### config.mk
export PLATFORM = sky130hd
export DESIGN_NAME = out_port_queue
export DESIGN_NICKNAME = d
export VERILOG_FILES = /design/src/rtl/io_port_pkg.sv /design/src/rtl/port_fifo_mem.sv /design/src/rtl/out_port_queue.sv
export SDC_FILE = /design/constraint.sdc
export NUM_CORES = 1
export LEC_CHECK = 0
export ABC_CLOCK_PERIOD_IN_PS = 4730
export CORE_ASPECT_RATIO = 1.25
export CORE_MARGIN = 8
export CORE_UTILIZATION = 57
export CTS_CLUSTER_DIAMETER = 30
export DETAILED_ROUTE_END_ITERATION = 12
export HOLD_SLACK_MARGIN = 0.15
export PLACE_DENSITY = 0.89
export SYNTH_ARGS = -nofsm -noshare
export SYNTH_HDL_FRONTEND = slang
export SYNTH_SLANG_ARGS = --single-unit
### constraint.sdc
create_clock -name i_clk -period 4.73 [get_ports i_clk]
set_clock_uncertainty 0.15 [all_clocks]
set_input_delay 0.946 -clock i_clk [delete_from_list [all_inputs] [get_ports i_clk]]
set_output_delay 0.946 -clock i_clk [all_outputs]
set_load 0.02 [all_outputs]
### src/rtl/io_port_pkg.sv
// ---------------------------------------------------------------------------
// io_port_pkg
// Shared definitions for the core's I/O port logic: the default port word
// width, the default output queue depth, and the state encoding used by the
// output queue's device-side control FSM.
// ---------------------------------------------------------------------------
package io_port_pkg;

    localparam int PORT_DATA_W = 16;
    localparam int OUT_Q_DEPTH = 4;

    // Q_IDLE: nothing queued, nothing presented to the device.
    // Q_SEND: at least one word queued, head word presented to the device.
    typedef enum logic {
        Q_IDLE = 1'b0,
        Q_SEND = 1'b1
    } q_state_t;

endpackage : io_port_pkg

### src/rtl/port_fifo_mem.sv
// ---------------------------------------------------------------------------
// port_fifo_mem
// DEPTH x DATA_W register array backing the output port queue.
// One synchronous write port and one asynchronous (combinational) read port.
// The array is deliberately not reset: the queue's pointers and count decide
// which entries are meaningful, so stale contents are never observed.
//
// Ports:
//   i_clk      in   1        core clock, rising edge
//   i_wr_en    in   1        write enable
//   i_wr_addr  in   ADDR_W   write address
//   i_wr_data  in   DATA_W   write data
//   i_rd_addr  in   ADDR_W   read address
//   o_rd_data  out  DATA_W   mem[i_rd_addr], combinational
// ---------------------------------------------------------------------------
module port_fifo_mem #(
    parameter int DATA_W = 16,
    parameter int DEPTH  = 4,
    parameter int ADDR_W = $clog2(DEPTH)
) (
    input  logic              i_clk,
    input  logic              i_wr_en,
    input  logic [ADDR_W-1:0] i_wr_addr,
    input  logic [DATA_W-1:0] i_wr_data,
    input  logic [ADDR_W-1:0] i_rd_addr,
    output logic [DATA_W-1:0] o_rd_data
);

    logic [DATA_W-1:0] mem [DEPTH];

    always_ff @(posedge i_clk) begin
        if (i_wr_en) begin
            mem[i_wr_addr] <= i_wr_data;
        end
    end

    assign o_rd_data = mem[i_rd_addr];

endmodule : port_fifo_mem

### src/rtl/out_port_queue.sv
// ---------------------------------------------------------------------------
// out_port_queue
// Buffers values written by OUT instructions in the execute-memory stage and
// drains them to the external device over a valid/ready handshake. When the
// queue is full, an OUT instruction raises o_stall so the pipeline holds it
// until space frees up. The last word accepted by the device is kept in
// o_last_value for readback and debug.
//
// Ports:
//   i_clk               in   1         core clock, rising edge
//   i_rst_n             in   1         asynchronous active-low reset
//   i_out_port_signal   in   1         OUT instruction present this cycle
//   i_data_to_out_port  in   DATA_W    value the OUT instruction writes
//   o_stall             out  1         OUT requested while full
//   o_port_valid        out  1         head entry presented to the device
//   o_port_data         out  DATA_W    head entry, 0 when empty
//   i_port_ready        in   1         device accepts o_port_data this cycle
//   o_last_value        out  DATA_W    last word accepted by the device
//   o_count             out  ADDR_W+1  occupied entries
//   o_full              out  1         count == DEPTH
//   o_empty             out  1         count == 0
// ---------------------------------------------------------------------------
module out_port_queue
    import io_port_pkg::*;
#(
    parameter  int DATA_W = PORT_DATA_W,
    parameter  int DEPTH  = OUT_Q_DEPTH,
    localparam int ADDR_W = $clog2(DEPTH)
) (
    input  logic              i_clk,
    input  logic              i_rst_n,
    input  logic              i_out_port_signal,
    input  logic [DATA_W-1:0] i_data_to_out_port,
    output logic              o_stall,
    output logic              o_port_valid,
    output logic [DATA_W-1:0] o_port_data,
    input  logic              i_port_ready,
    output logic [DATA_W-1:0] o_last_value,
    output logic [ADDR_W:0]   o_count,
    output logic              o_full,
    output logic              o_empty
);

    localparam logic [ADDR_W:0] FULL_COUNT = (ADDR_W+1)'(DEPTH);
    localparam logic [ADDR_W:0] ONE_COUNT  = (ADDR_W+1)'(1);

    logic [ADDR_W-1:0] wr_ptr;
    logic [ADDR_W-1:0] rd_ptr;
    logic [ADDR_W:0]   count;
    logic [DATA_W-1:0] head_data;
    logic              push;
    logic              pop;
    q_state_t          state;
    q_state_t          state_next;

    // Flags come from the registered count, so a full-queue write cannot be
    // admitted in the same cycle a pop frees a slot; it is taken next cycle.
    assign o_full  = (count == FULL_COUNT);
    assign o_empty = (count == '0);
    assign o_count = count;

    assign push    = i_out_port_signal && !o_full;
    assign pop     = o_port_valid && i_port_ready;
    assign o_stall = i_out_port_signal && o_full;

    assign o_port_valid = (state == Q_SEND);
    assign o_port_data  = o_port_valid ? head_data : '0;

    port_fifo_mem #(
        .DATA_W (DATA_W),
        .DEPTH  (DEPTH),
        .ADDR_W (ADDR_W)
    ) u_mem (
        .i_clk     (i_clk),
        .i_wr_en   (push),
        .i_wr_addr (wr_ptr),
        .i_wr_data (i_data_to_out_port),
        .i_rd_addr (rd_ptr),
        .o_rd_data (head_data)
    );

    // Pointers and occupancy. Pointers wrap naturally at DEPTH since DEPTH is
    // a power of two; a simultaneous push and pop leaves the count unchanged.
    always_ff @(posedge i_clk or negedge i_rst_n) begin
        if (!i_rst_n) begin
            wr_ptr <= '0;
            rd_ptr <= '0;
            count  <= '0;
        end else begin
            if (push) begin
                wr_ptr <= wr_ptr + ADDR_W'(1);
            end
            if (pop) begin
                rd_ptr <= rd_ptr + ADDR_W'(1);
            end
            case ({push, pop})
                2'b10:   count <= count + ONE_COUNT;
                2'b01:   count <= count - ONE_COUNT;
                default: count <= count;
            endcase
        end
    end

    // Capture the word the device just accepted.
    always_ff @(posedge i_clk or negedge i_rst_n) begin
        if (!i_rst_n) begin
            o_last_value <= '0;
        end else if (pop) begin
            o_last_value <= o_port_data;
        end
    end

    // Device-side state register.
    always_ff @(posedge i_clk or negedge i_rst_n) begin
        if (!i_rst_n) begin
            state <= Q_IDLE;
        end else begin
            state <= state_next;
        end
    end

    // Next state: go to SEND on the first push into an empty queue; fall back
    // to IDLE only when the last entry leaves without a replacement arriving.
    always_comb begin
        state_next = state;
        case (state)
            Q_IDLE: begin
                if (push) begin
                    state_next = Q_SEND;
                end
            end
            Q_SEND: begin
                if (pop && !push && (count == ONE_COUNT)) begin
                    state_next = Q_IDLE;
                end
            end
            default: state_next = Q_IDLE;
        endcase
    end

endmodule : out_port_queue
==> results_dict.tcl <==
set metrics [dict create \
    status "complete, no violations" \
    hp-class "flop to flop" \
    grt_antenna_before_repair 0 \
    slew_violations 0 \
    start_util 0.583 \
    final.setup.tns_ns 0 \
    grt_pass1_vias 2015 \
    core_area_um2 6130 \
    synth_area_leaders "edfxtp_1 54%, dfrtp_1 17%, mux4_1 5.9%" \
    ios 59 \
    gp_congestion 0.697 \
    drive_gt1_frac 0.199 \
    ys_seq_area_frac 0.706 \
    critPathBufInv 2 \
    cts_made_buffers 9 \
    synth_cells 186 \
    grt_overflow 0 \
    cts_hold_buffers 0 \
    synthesis.nets 216 \
    grt_usage 0.158 \
    wl_per_cell_um 19.5 \
    fillers 383 \
    antenna_cells 0 \
    cts_sinks 88 \
    drt_first_iter_violations 86 \
    grt_max_degree 25 \
    cts.repair.resized 0 \
    final_common_cell "edfxtp_1" \
    fp.dieH_um 105 \
    setup_viol 0 \
    drc_errors 0 \
    crit_fanout 15 \
    worst_pin_slew_ns 0.905 \
    path_cells "buf_4, mux4_2, and2_2, clkdlybuf4s50_1" \
    die_area_um2 9070 \
    synth.ff_latch_count 88 \
    port_buffers 58 \
    drt.antenna.violating_nets 0 \
    critPathArrivalTime_ns 2.74 \
    cpLargestDelayFamily "flip-flops" \
    clkTransAtPathRegs_ns 0.09 \
    die_x_um 86.8 \
    max_freq_mhz 261 \
    avgSynthCellArea_um2 19.2 \
    ir_drop_mv 0.395 \
    max_stage_delay_ns 0.86 \
    rsz0062_at_grt "no" \
    ys.warnings.count 0 \
    power_leakage_nw 1.63 \
    post-route-period-util 0.811 \
    yosys.area.top_type "edfxtp_1" \
    wirelength_um 6640 \
    drtPass1Iterations 4 \
    synth_top_area_share 0.538 \
    vias 1838 \
    worstSetupEndpointType "output port" \
    htreeDepth 3 \
    clockBufferDepth 2 \
    dp_hpwl_um 4530 \
    rows 32 \
    postCtsSetupRepairBufs 0 \
    relSlewSlack 0.397 \
    powerDensity_nw_per_um2 692 \
    layout_common_cells "64 x edfxtp_1, 58 x clkdlybuf4s50_1, 24 x dfrtp_1, 16 x mux2_2, 13 x and2_1" \
    grt_pass1_wl_um 10500 \
    cts-root-buf "clkbuf_8" \
    drt-vias-per-instance 5.39 \
    netlist_area_um2 3570 \
    final_nets 281 \
    cap_violations 0 \
    fin_crit_ns 3.84 \
    syn2layout_area_growth_pct 24.4 \
    worstSetupPathType "flop to output port" \
    clk_latency_ns 0.36 \
    cp_slowest_cell "dfrtp_1" \
    whs_ns 0.360 \
    worstPathRequired_ns 3.63 \
    synth.distinct_cells 26 \
    crit_path_start_kind "flop" \
    cts_tree "built" \
    finalHoldViolations 0 \
]
==> cell families after synthesis <==
group | count (synthesis) | synth area share
muxes | 33 | 0.162
adders and majority gates | 10 | 0.0350
and+or+nand+nor | 32 | 0.0550
AOI/OAI and AO/OA | 5 | 0.00840
xor gates and xnor gates | 5 | 0.0123
buffers and inverters | 13 | 0.0210
DFF | 88 | 0.706
==> stage by stage <==
stage | instance area [µm²] | total power [W] | cells | setup slack [ns] | utilization
detailed placement | 4230 | 0.00257 | 325 | 1.22 | 0.691
CTS | 4440 | 0.00311 | 341 | 0.841 | 0.725
finish | 4440 | 0.00307 | 341 | 0.894 | 0.725
global route | 4440 | 0.00323 | 341 | 0.729 | 0.725
global placement | 4230 | 0.00252 | 325 | 1.25 | 0.691
floorplan | 3570 | 0.00201 | 186 | 2.29 | -
==> registers in the layout (all words and copies together), names as in the netlist <==
signal and cells:
rd_ptr 2, o_port_valid 1, u_mem.mem 64, o_count 3
wr_ptr 2, o_last_value 16
==> per-layer routing <==
metal / vias to the layer above / part of all wire / global-route usage / routed length (µm)
met3: 9 / 0.059 / 0.0443 / 391
li1: 837 / - / - / -
met1: 941 / 0.36 / 0.164 / 2360
met5: - / 0 / 0 / 0
met2: 51 / 0.57 / 0.287 / 3800
met4: 0 / 0.014 / 0.0691 / 95
==> Yosys cell counts <==
library cell  number
a21boi_1           1
inv_1              6
nor2b_1            2
xnor2_1            4
mux4_2             8
clkbuf_1           3
mux2_2            16
o21ai_0            3
and3_1             1
ha_1              10
buf_6              1
dfrtp_1           24
nand3b_1           1
mux4_1             8
nor3_1             1
nand2_1            4
edfxtp_1          64
nor2_1             1
buf_12             1
and2_1            13
and2_2             8
nand3_1            1
buf_2              2
a21o_1             1
xor2_1             1
mux2i_1            1
==> path summary, 6_finish.rpt <==
check	slack, ns	start	endpoint	cells past startpoint
setup / recovery	0.89	rd_ptr[0]	o_port_data[13]	4
min in group asynchronous	0.81	i_rst_n	o_last_value[15]	2
max in group asynchronous	3.36	i_rst_n	o_last_value[6]	2
hold reg to reg	0.36	o_last_value[15]	o_last_value[15]	1
setup reg to reg	2.11	o_count[0]	u_mem.mem[0][8]	4
hold / removal	0.36	o_last_value[15]	o_last_value[15]	1
==> area by class of cell <==
cell class | count | area [µm²] | area share
Clock buffer | 11 | 151 | 0.0341
Clock inverter | 5 | 62.6 | 0.0141
Inverter | 6 | 22.5 | 0.00507
Multi-Input combinational cell | 85 | 976 | 0.220
Sequential cell | 88 | 2520 | 0.568
Tap cell | 85 | 106 | 0.0239
Timing Repair Buffer | 61 | 603 | 0.136
==> power by group <==
| group | internal (W) | switching (W) | total, W |
|---|---|---|---|
| Clock | 0.000276 | 0.000264 | 0.000540 |
| Sequential | 0.00106 | 0.000166 | 0.00122 |
| Combinational | 0.000695 | 0.000615 | 0.00131 |
| Total | 0.00203 | 0.00105 | 0.00307 |
Power figures use the tool's default switching activity.
